`config.mk`:
```
export PLATFORM = sky130hd
export DESIGN_NAME = cheriot_dmem_txn_monitor
export DESIGN_NICKNAME = d
export VERILOG_FILES = /design/src/rtl/cheriot_dmem_txn_monitor.sv
export SDC_FILE = /design/constraint.sdc
export NUM_CORES = 1
export LEC_CHECK = 0
export CORE_UTILIZATION = 35
export DETAILED_ROUTE_END_ITERATION = 12
export PLACE_DENSITY = 0.51
export SYNTH_ARGS = -nofsm -noshare
export SYNTH_HDL_FRONTEND = slang
export SYNTH_SLANG_ARGS = --single-unit
export TNS_END_PERCENT = 5
```
`constraint.sdc`:
```
create_clock -name clk_i -period 23.6 [get_ports clk_i]
set_clock_uncertainty 0.1 [all_clocks]
set_input_delay 4.72 -clock clk_i [delete_from_list [all_inputs] [get_ports clk_i]]
set_output_delay 4.72 -clock clk_i [all_outputs]
set_load 0.03 [all_outputs]
```
`src/rtl/cheriot_dmem_txn_monitor.sv`:
```
// Data-memory transaction monitor: pairs granted requests with in-order
// responses and streams one record per word. Option: CHERIOT_DMON_TSMAP_FLAG_EN
package cheriot_dv_pkg;
    localparam logic [31:0] TsMapStartAddr = 32'h8300_0000;

    typedef struct packed {
        logic [7:0]  flag;
        logic        is_cap;
        logic        we;
        logic [3:0]  be;
        logic [29:0] addr32;
        logic [32:0] wdata;
        logic [32:0] rdata;
        logic        err;
    } mem_cmd_t;
endpackage

module cheriot_dmem_txn_monitor
    import cheriot_dv_pkg::*;
#(
    parameter int unsigned PendDepth = 4,
    parameter int unsigned OutDepth  = 8
) (
    input  logic        clk_i,
    input  logic        rst_ni,
    input  logic        data_req_i,
    input  logic        data_gnt_i,
    input  logic        data_we_i,
    input  logic [3:0]  data_be_i,
    input  logic [31:0] data_addr_i,
    input  logic        data_is_cap_i,
    input  logic [32:0] data_wdata_i,
    input  logic        data_rvalid_i,
    input  logic [32:0] data_rdata_i,
    input  logic        data_err_i,
    output logic        cmd_valid_o,
    input  logic        cmd_ready_i,
    output mem_cmd_t    cmd_o,
    output logic [15:0] drop_cnt_o,
    output logic        pend_ovf_o,
    output logic        unexp_rvalid_o
);
    localparam int PW = $clog2(PendDepth);
    localparam int OW = $clog2(OutDepth);
    localparam logic [PW:0] PendFull = (PW+1)'(PendDepth);
    localparam logic [OW:0] OutFull  = (OW+1)'(OutDepth);

    typedef struct packed {
        logic        is_cap;
        logic        we;
        logic [3:0]  be;
        logic [29:0] addr;
        logic [32:0] wdata;
    } pend_t;

    pend_t    pend_mem [PendDepth];
    mem_cmd_t out_mem  [OutDepth];

    logic [PW-1:0] prd_q, prd_d, pwr_q, pwr_d;
    logic [PW:0]   pcnt_q, pcnt_d;
    logic [OW-1:0] ord_q, ord_d, owr_q, owr_d;
    logic [OW:0]   ocnt_q, ocnt_d;
    logic [6:0]    seq_q, seq_d;
    logic [15:0]   drop_q, drop_d;
    logic          ovf_q, ovf_d, unexp_q, unexp_d;

    logic     grant, pend_pop, pend_push, pend_empty, pend_full;
    logic     out_pop, out_push, out_full;
    logic     ts_bit;
    pend_t    head, pend_new;
    mem_cmd_t rec;
    logic     unused_addr_lsb;

    assign unused_addr_lsb = ^data_addr_i[1:0];

    // Queue bookkeeping: pending pop precedes push, output pop precedes push
    always_comb begin
        pend_empty = (pcnt_q == '0);
        pend_full  = (pcnt_q == PendFull);
        grant      = data_req_i & data_gnt_i;
        pend_pop   = data_rvalid_i & ~pend_empty;
        pend_push  = grant & (~pend_full | pend_pop);
        head       = pend_mem[prd_q];

        pend_new.is_cap = data_is_cap_i;
        pend_new.we     = data_we_i;
        pend_new.be     = data_be_i;
        pend_new.addr   = data_addr_i[31:2];
        pend_new.wdata  = data_we_i ? data_wdata_i : 33'h0;

`ifdef CHERIOT_DMON_TSMAP_FLAG_EN
        ts_bit = ({head.addr, 2'b00} >= TsMapStartAddr);
`else
        ts_bit = 1'b0;
`endif
        rec.flag   = {ts_bit, seq_q};
        rec.is_cap = head.is_cap;
        rec.we     = head.we;
        rec.be     = head.be;
        rec.addr32 = head.addr;
        rec.wdata  = head.wdata;
        rec.rdata  = head.we ? 33'h0 : data_rdata_i;
        rec.err    = data_err_i;

        out_full = (ocnt_q == OutFull);
        out_pop  = cmd_valid_o & cmd_ready_i;
        out_push = pend_pop & (~out_full | out_pop);

        prd_d  = prd_q + PW'(pend_pop);
        pwr_d  = pwr_q + PW'(pend_push);
        pcnt_d = pcnt_q + (PW+1)'(pend_push) - (PW+1)'(pend_pop);
        ord_d  = ord_q + OW'(out_pop);
        owr_d  = owr_q + OW'(out_push);
        ocnt_d = ocnt_q + (OW+1)'(out_push) - (OW+1)'(out_pop);
        seq_d  = seq_q + 7'(pend_pop);

        drop_d = drop_q;
        if (pend_pop & out_full & ~out_pop & (drop_q != 16'hFFFF)) begin
            drop_d = drop_q + 16'd1;
        end
        ovf_d   = ovf_q | (grant & pend_full & ~pend_pop);
        unexp_d = unexp_q | (data_rvalid_i & pend_empty);
    end

    // Control state, cleared asynchronously
    always_ff @(posedge clk_i or negedge rst_ni) begin
        if (!rst_ni) begin
            prd_q   <= '0;
            pwr_q   <= '0;
            pcnt_q  <= '0;
            ord_q   <= '0;
            owr_q   <= '0;
            ocnt_q  <= '0;
            seq_q   <= '0;
            drop_q  <= '0;
            ovf_q   <= 1'b0;
            unexp_q <= 1'b0;
        end else begin
            prd_q   <= prd_d;
            pwr_q   <= pwr_d;
            pcnt_q  <= pcnt_d;
            ord_q   <= ord_d;
            owr_q   <= owr_d;
            ocnt_q  <= ocnt_d;
            seq_q   <= seq_d;
            drop_q  <= drop_d;
            ovf_q   <= ovf_d;
            unexp_q <= unexp_d;
        end
    end

    // Queue storage; contents are only meaningful under the counters
    always_ff @(posedge clk_i) begin
        if (pend_push) begin
            pend_mem[pwr_q] <= pend_new;
        end
        if (out_push) begin
            out_mem[owr_q] <= rec;
        end
    end

    assign cmd_valid_o    = (ocnt_q != '0);
    assign cmd_o          = cmd_valid_o ? out_mem[ord_q] : '0;
    assign drop_cnt_o     = drop_q;
    assign pend_ovf_o     = ovf_q;
    assign unexp_rvalid_o = unexp_q;
endmodule

```
* Yosys cells after proc, flatten, opt, wreduce, memory -nomap -nowiden
Memory sizes are Yosys's and may differ from the RTL's.
Cells that the tools add are included.
** Word-level totals
- Bits of input ports :: 111
- Latch bits :: 0
- Bits in read-only memories :: 0
- Flip-flop bits (word level) :: 42
- RAM bits :: 1156
- Output and inout port bits :: 130
- Memories :: 2
- Word-level logic and storage cells :: 54
** Memories
- out_mem :: depth 8, width 110, rd ports 1, clocked after memory_dff 0, write ports 1, RTL line 57 : mem_cmd_t out_mem [OutDepth];
- pend_mem :: depth 4, width 69, rd ports 1, clocked after memory_dff 0, write ports 1, RTL line 56 : pend_t pend_mem [PendDepth];
** Operators by class
- Multipliers :: 0
- Shifts and indexed selects :: 0
- Multiplexer cells :: 7
- $add $sub $neg :: 10
- Magnitude comparators :: 0
- Div/mod/pow operators :: 0
- Bitwise logic cells :: 20
- Reduce and logical (&&, ||, !) cells :: 2
- Eq/ne operators :: 3
** Operators with widths (count)
- $mux W111 :: 1
- $mux W33 :: 2
- $add A16 B1 Y16 const B :: 1
- $ne A16 B16 Y1 const B :: 1
- $and A1 B1 Y1 :: 11
- $add A3 B1 Y3 :: 3
- $add A7 B1 Y7 :: 1
- $not A1 Y1 :: 5
- $add A2 B1 Y2 :: 2
- $add A4 B1 Y4 :: 1
- $eq A4 B4 Y1 const B :: 1
- $mux W1 :: 4
- $or A1 B1 Y1 :: 4
- $reduce_bool A4 Y1 :: 1
- $sub A4 B1 Y4 :: 1
- $eq A3 B3 Y1 const B :: 1
- $logic_not A3 Y1 :: 1
- $sub A3 B1 Y3 :: 1

* Depth between registers and ports, before layout
Gate-level depths: netlist of run 1.
- Depth in word-level cells :: 7
- Mapped depth :: 12
- Depth with buffers taken out :: 11

* Worst setup path after synthesis of run 1
Ideal clock, no wire load.
- Kind :: input -> register
- Start point :: input cmd_ready_i
- End point :: memory out_mem[0][0] in the netlist's numbering, enable pin
- Path buffers :: 0
- Slack :: 7288 ps
- Stages on the path :: 4
- Setup time :: 848 ps
- Required time :: 22652 ps
- Arrival time :: 15364 ps
- Cell sequence :: nand2b_1 nand3_1 nand2_1 nor4_1
** On the way
- Longest elaborated chain between the ends :: 5
** Ends and longest elaborated chain
- start, declared :: RTL line 37 : input logic cmd_ready_i,
- $and A1 B1 Y1 :: RTL line 106 : out_pop = cmd_valid_o & cmd_ready_i;
- $or A1 B1 Y1 :: RTL line 107 : out_push = pend_pop & (~out_full | out_pop);
- $and A1 B1 Y1 :: RTL line 107
- $mux W1 :: RTL line 157 : if (out_push) begin
- $mux W1 (not written as such) :: RTL line 158 : out_mem[owr_q] <= rec;
- end, declared :: RTL line 57
Every way passes these cells.

==> results of run 1 <==
-- how the worst min path moves through the flow --
stage / depth (start not counted) / endpoint / slack, ns / startpoint
floorplan: 1 / prd_q[0]$_DFF_PN0_ / 0.37 / prd_q[0]$_DFF_PN0_
detailed placement: 1 / unexp_rvalid_o$_DFF_PN0_ / 0.36 / unexp_rvalid_o$_DFF_PN0_
finish: 1 / unexp_rvalid_o$_DFF_PN0_ / 0.37 / unexp_rvalid_o$_DFF_PN0_
CTS: 1 / unexp_rvalid_o$_DFF_PN0_ / 0.37 / unexp_rvalid_o$_DFF_PN0_
global route: 1 / unexp_rvalid_o$_DFF_PN0_ / 0.38 / unexp_rvalid_o$_DFF_PN0_
global placement: 1 / unexp_rvalid_o$_DFF_PN0_ / 0.34 / unexp_rvalid_o$_DFF_PN0_
-- report_power, final --
part	leakage (nW)	internal (W)	switching, W
sequential	11.1	0.00291	0.000183
clock	2.00	0.00116	0.000794
combinational	4.51	0.00101	0.00148
-- placed cells by master, fill, tap and decap left out, types with 3 or more instances in the layout --
master,count
sky130_fd_sc_hd__edfxtp_1,1156
sky130_fd_sc_hd__mux4_2,289
sky130_fd_sc_hd__clkdlybuf4s50_1,235
sky130_fd_sc_hd__clkbuf_16,138
sky130_fd_sc_hd__nor2_1,115
sky130_fd_sc_hd__mux2i_1,110
sky130_fd_sc_hd__buf_4,45
sky130_fd_sc_hd__dfrtp_1,37
sky130_fd_sc_hd__and2_1,34
sky130_fd_sc_hd__nor2b_1,33
sky130_fd_sc_hd__clkinv_1,33
sky130_fd_sc_hd__clkbuf_1,28
sky130_fd_sc_hd__xnor2_1,17
sky130_fd_sc_hd__ha_1,17
sky130_fd_sc_hd__clkinv_2,14
sky130_fd_sc_hd__nand2_1,12
sky130_fd_sc_hd__inv_1,12
sky130_fd_sc_hd__xor2_1,11
sky130_fd_sc_hd__nand3_1,10
sky130_fd_sc_hd__bufinv_16,8
sky130_fd_sc_hd__nand4_1,7
sky130_fd_sc_hd__nor3_2,5
sky130_fd_sc_hd__dfrtp_4,5
sky130_fd_sc_hd__nor2_4,4
sky130_fd_sc_hd__clkbuf_8,4
sky130_fd_sc_hd__nand2b_1,3
sky130_fd_sc_hd__nor2_2,3
sky130_fd_sc_hd__and3_1,3
sky130_fd_sc_hd__clkinvlp_4,3
-- per-stage QoR --
step	total power, W	area, sq um	worst slack [ns]	utilization
3_3_place_gp	0.00565	50100	14.51	0.387
3_5_place_dp	0.00571	50100	14.49	0.387
6_report	0.00754	54300	13.78	0.419
2_1_floorplan	0.00476	45600	7.29	-
4_1_cts	0.00768	54300	13.67	0.419
5_1_grt	0.00789	54300	13.51	0.419
-- final cells by class --
type | instances | area (sq um) | share of cell area
sequential | 1198 | 35800 | 0.659
multi-input combinational | 694 | 9420 | 0.174
clock buffer | 170 | 3610 | 0.0666
timing repair buffer | 283 | 2720 | 0.0501
tap | 1742 | 2180 | 0.0402
clock inverter | 62 | 499 | 0.00920
inverter | 12 | 45.0 | 0.000830
antenna | 2 | 5.00 | 0.0000922
-- kinds of logic (layout without fill, tap and decap cells) --
kind of cell	count (synthesis)	count (layout)	synth area share
buffers and inverters	110	527	0.0115
and+or+nand+nor	240	240	0.0256
other	1	3	0.0000822
adders and majority gates	19	19	0.00554
muxes	400	400	0.167
xor gates and xnor gates	28	28	0.00537
DFF	1198	1198	0.784
AOI/OAI and AO/OA	6	6	0.00112
-- metal layers --
metal	vias up	GRT usage	routed length (um)	share of wire
li1	8919	-	-	-
met1	11289	0.210	45200	0.43
met2	451	0.274	53000	0.51
met3	139	0.0286	4510	0.043
met4	4	0.0442	1900	0.018
met5	-	0	31	0.00030
-- cells in the mapped netlist (3+ instances only) --
| master | number |
|---|---|
| sky130_fd_sc_hd__ha_1 | 17 |
| sky130_fd_sc_hd__buf_4 | 18 |
| sky130_fd_sc_hd__mux2i_1 | 110 |
| sky130_fd_sc_hd__inv_1 | 12 |
| sky130_fd_sc_hd__nand2_1 | 12 |
| sky130_fd_sc_hd__nand2b_1 | 3 |
| sky130_fd_sc_hd__nor2_1 | 119 |
| sky130_fd_sc_hd__clkbuf_1 | 38 |
| sky130_fd_sc_hd__nor3_1 | 7 |
| sky130_fd_sc_hd__clkbuf_4 | 5 |
| sky130_fd_sc_hd__xor2_1 | 11 |
| sky130_fd_sc_hd__dfrtp_1 | 42 |
| sky130_fd_sc_hd__xnor2_1 | 17 |
| sky130_fd_sc_hd__edfxtp_1 | 1156 |
| sky130_fd_sc_hd__nor2_2 | 3 |
| sky130_fd_sc_hd__nand3_1 | 10 |
| sky130_fd_sc_hd__nor2b_1 | 33 |
| sky130_fd_sc_hd__nand4_1 | 7 |
| sky130_fd_sc_hd__mux4_2 | 289 |
| sky130_fd_sc_hd__buf_1 | 17 |
| sky130_fd_sc_hd__and3_1 | 4 |
| sky130_fd_sc_hd__and2_1 | 35 |
| sky130_fd_sc_hd__buf_2 | 20 |
-- registers in the layout, indices dropped and copies added, names as in the netlist, 3 cells and up --
name / cells
drop_cnt_o: 16
ocnt_q: 4
ord_q: 3
out_mem: 880
owr_q: 3
pcnt_q: 3
pend_mem: 276
seq_q: 7
==> flow_summary.yaml, run 1 <==
route:
  wire_per_inst_um: 25.1
  detail_route.drc_violations: 0
  routed_wirelength_um: 105000
  vias_per_cell: 5.00
  routed-via-count: 20802
  final_antenna_net_count: 0
  first_iter_violations: 1443
  drtPass1Iterations: 5
synthesis:
  netlist.area_leader.share: 0.761
  ys_async_sr_fraction: 0.0351
  synthesized_area_per_cell_sq_um: 22.8
  synth-edff-count: 1156
  synth_top_cells_by_area: "sky130_fd_sc_hd__edfxtp_1 (76%), sky130_fd_sc_hd__mux4_2 (14%), sky130_fd_sc_hd__mux2i_1 (2.4%)"
  syn_area_sq_mm: 0.0456
  yosys_warnings: 0
  synth_fp_nets: 2132
  synth_seq_cells: 1198
  sequential_share_of_the_synthesized_area: 0.784
  yosys.area.top_type: "sky130_fd_sc_hd__edfxtp_1"
  dominant_synthesized_flop_cell: "sky130_fd_sc_hd__edfxtp_1"
  synth_cell_types: 37
  postSynthCellCount: 2002
clocking:
  root_buffer: "sky130_fd_sc_hd__clkbuf_16"
  max-clock-path-buffers: 3
  post_cts.repair.setup_buffers: 0
  total_clock_buffers_created_by_cts: 130
  cts_hold_buf: 0
  clkSinkCount: 1198
  cts_tree: "yes"
  worstSkewPairLatency_ns: 0.74
  cts.repair.resized: 0
  clkSlewWorstSetupHoldPaths_ns: 0.05
  ctsHtreeMaxLevel: 4
setup_path:
  setup.worst_path.start: "ord_q[1]$_DFF_PN0_"
  critical_path.cell_chain: "buf_4 > buf_4 > mux4_2 > mux2i_1 > nor2_1 > clkdlybuf4s50_1"
  path_max_fanout: 63
  critical-path-top-delay-family: "buffers and inverters"
  required_ns: 18.78
  rr_worst_depth: 10
  setup.worst_path.start_class: "flop"
  end_kind: "primary output"
  r2r-end: "out_mem[1][38]$_DFFE_PP_"
  r2r_setup_slk_ns: 20.01
  r2r-start: "ocnt_q[2]$_DFF_PN0_"
  cp.depth: 6
  timing.critical_path.mode_cell: "sky130_fd_sc_hd__buf_4"
  timing.critical_path.slowest_stage_cell: "sky130_fd_sc_hd__dfrtp_4"
  critical_path.n_buffers_inverters: 3
  worst_stage_delay_on_the_critical_path_ns: 1.09
  timing.setup.critical_path_class: "reg -> out"
  cp_data_arrival_time_ns: 5.00
  timing.critical_path.to: "cmd_o[40]"
global_routing:
  overflow: 0
  antenna_violations_before_repair: 9
  grt_first_pass_wirelength_um: 152000
  number_of_global_route_vias_before_repair: 22606
  grt_use_total: 0.160
  grt_start_max_net_pins: 96
timing:
  setup_viol_count_final: 0
  achievable-frequency_ghz: 0.102
  fin_crit_sh: 0.416
  grt_setup_unrepaired: "no"
  max_slew.worst_pin.slew_ns: 1.10
  hold_ws_ns: 0.367
  final_hold_viol_count: 0
  timing_max_transition_violations_final: 0
  slew_headroom: 0.263
  timing.setup.tns_ns: 0
  period_minus_slack_ns: 9.82
final_layout:
  area_delta_synth_final_pct: 18.9
  finish.net_count: 2449
  drive_gt1_frac: 0.221
  post_layout_nonfiller_instances: 4163
  final.fill_count: 11352
power:
  power-per-cell-area_mw_per_mm2: 139
  peakVddDrop_mv: 0.0995
  total_leakage_power_nw: 17.6
run:
  cap_violations: 0
die:
  placement_rows: 132
  io-pin-count: 241
  floorplan.die.height_um: 363
  floorplan.core_area_sq_mm: 0.129
  die_width_um: 363
  fp.dieArea_sq_mm: 0.132
  initial_utilization: 0.352
placement:
  dp_hpwl_um: 54800
  placed_cells: 3929
  place_congestion: 0.675
  port-buffer-count: 237
hold_path:
  hold_class: "reg -> reg"
outcome:
  run_status: "finished clean"
(Power assumes the default switching activity.)
==> run 2, diff against run 1 <==
PLACE_DENSITY = 0.53   (was 0.51)
clock period = 7.9 ns   (was 23.6 ns; I/O delays follow)
==> flow_summary.yaml, run 2 (synthesized netlist as in run 1, its figures left out) <==
outcome:
  run_status: "finished clean"
final_layout:
  drive_gt1_frac: 0.222
  regMostFlops: "out_mem"
  mostFrequentLayoutCell: "sky130_fd_sc_hd__edfxtp_1"
  largest_register_ffs: 880
  final_cell_mix: "sky130_fd_sc_hd__edfxtp_1 (1156), sky130_fd_sc_hd__mux4_2 (289), sky130_fd_sc_hd__clkdlybuf4s50_1 (235)"
  finish.net_count: 2448
  area_delta_synth_final_pct: 18.9
placement:
  dp_hpwl_um: 54000
  place_congestion: 0.701
  dp_slack_ns: 2.69
  port-buffer-count: 237
die:
  floorplan.core_area_sq_mm: 0.129
  io-pin-count: 241
  die_width_um: 363
  placement_rows: 132
  floorplan.die.height_um: 363
  fp.dieArea_sq_mm: 0.132
  initial_utilization: 0.352
setup_path:
  end_kind: "primary output"
  path_max_fanout: 63
  setup.worst_path.start_class: "flop"
  timing.setup.critical_path_class: "reg -> out"
  required_ns: 6.22
  cp_data_arrival_time_ns: 4.23
route:
  routed-via-count: 20738
  detail_route.drc_violations: 0
  wire_per_inst_um: 25.4
  vias_per_cell: 4.99
  drtPass1Iterations: 5
  final_antenna_net_count: 0
  routed_wirelength_um: 106000
  first_iter_violations: 1612
global_routing:
  antenna_violations_before_repair: 10
  grt_use_total: 0.161
  grt_first_pass_wirelength_um: 152000
  number_of_global_route_vias_before_repair: 22305
  overflow: 0
  grt_start_max_net_pins: 100
clocking:
  cts.repair.resized: 0
  clkSinkCount: 1198
  max-clock-path-buffers: 3
  total_clock_buffers_created_by_cts: 132
  clkSlewWorstSetupHoldPaths_ns: 0.06
  root_buffer: "sky130_fd_sc_hd__clkbuf_16"
  worstSkewPairLatency_ns: 0.75
  cts_tree: "yes"
  ctsHtreeMaxLevel: 4
  cts_hold_buf: 0
  post_cts.repair.setup_buffers: 0
timing:
  fin_crit_sh: 0.748
  max_slew.worst_pin.slew_ns: 1.10
  grt_setup_unrepaired: "no"
  setup_viol_count_final: 0
  final_hold_viol_count: 0
  timing_max_transition_violations_final: 0
  timing.final.ws_setup_ns: 1.99
  period_minus_slack_ns: 5.91
  slew_headroom: 0.267
  timing.setup.tns_ns: 0
  achievable-frequency_ghz: 0.169
power:
  total_leakage_power_nw: 17.6
  power-per-cell-area_mw_per_mm2: 415
  peakVddDrop_mv: 0.398
run:
  cap_violations: 0
hold_path:
  hold_class: "reg -> reg"
## run 2: routing by layer
layer | up-vias | share of wire | global-route usage
met5 | - | 0.00051 | 0
met4 | 8 | 0.019 | 0.0460
met3 | 147 | 0.052 | 0.0351
met2 | 505 | 0.49 | 0.262
met1 | 11155 | 0.44 | 0.218
li1 | 8923 | - | -
## run 2: cell type report
type | count | area [sq um]
flip-flops and latches | 1198 | 35800
inverters | 12 | 45.0
fillers | 11322 | 75200
clock inverters | 58 | 463
multi-input cells | 694 | 9430
well taps | 1742 | 2180
clock buffers | 170 | 3580
repair buffers | 280 | 2770
diodes | 2 | 5.00
## run 2: power by group
| part | switching [W] | internal (W) | total [W] |
|---|---|---|---|
| clock | 0.00243 | 0.00336 | 0.00579 |
| combinational | 0.00447 | 0.00304 | 0.00751 |
| sequential | 0.000520 | 0.00870 | 0.00922 |
| total | 0.00741 | 0.0151 | 0.0225 |
## run 2: path summary, 6_finish.rpt
| check | from | endpoint | slack, ns | cells after the start |
|---|---|---|---|---|
| min reg2reg | unexp_rvalid_o$_DFF_PN0_ | unexp_rvalid_o$_DFF_PN0_ | 0.36 | 1 |
| min in group asynchronous | rst_ni | drop_cnt_o[12]$_DFFE_PN0P_ | 0.81 | 2 |
| max reg2reg | ocnt_q[2]$_DFF_PN0_ | out_mem[1][77]$_DFFE_PP_ | 4.42 | 10 |
| max in group asynchronous | rst_ni | ord_q[0]$_DFF_PN0_ | 6.35 | 2 |
| min | unexp_rvalid_o$_DFF_PN0_ | unexp_rvalid_o$_DFF_PN0_ | 0.36 | 1 |
| max | ord_q[1]$_DFF_PN0_ | cmd_o[41] | 1.99 | 5 |
## run 2: per-stage QoR
| step | hold WS, ns | util | instances | total power (W) | instance area (sq um) |
|---|---|---|---|---|---|
| after CTS | 0.368 | 0.419 | 4154 | 0.0229 | 54300 |
| after global routing | 0.400 | 0.419 | 4154 | 0.0236 | 54300 |
| after global placement | 0.348 | 0.388 | 3926 | 0.0169 | 50200 |
| after detailed placement | 0.354 | 0.388 | 3926 | 0.0171 | 50200 |
| final | 0.357 | 0.419 | 4156 | 0.0225 | 54300 |
| after floorplan | 0.373 | - | 2002 | 0.0142 | 45600 |
## run 2: worst max-delay path: stages, from the launching register on
cell and delay (ns):
sky130_fd_sc_hd__dfrtp_4 1.14, sky130_fd_sc_hd__buf_4 0.71, sky130_fd_sc_hd__mux4_2 0.34, sky130_fd_sc_hd__mux2i_1 0.09
sky130_fd_sc_hd__nor2_1 0.35, sky130_fd_sc_hd__clkdlybuf4s50_1 0.78
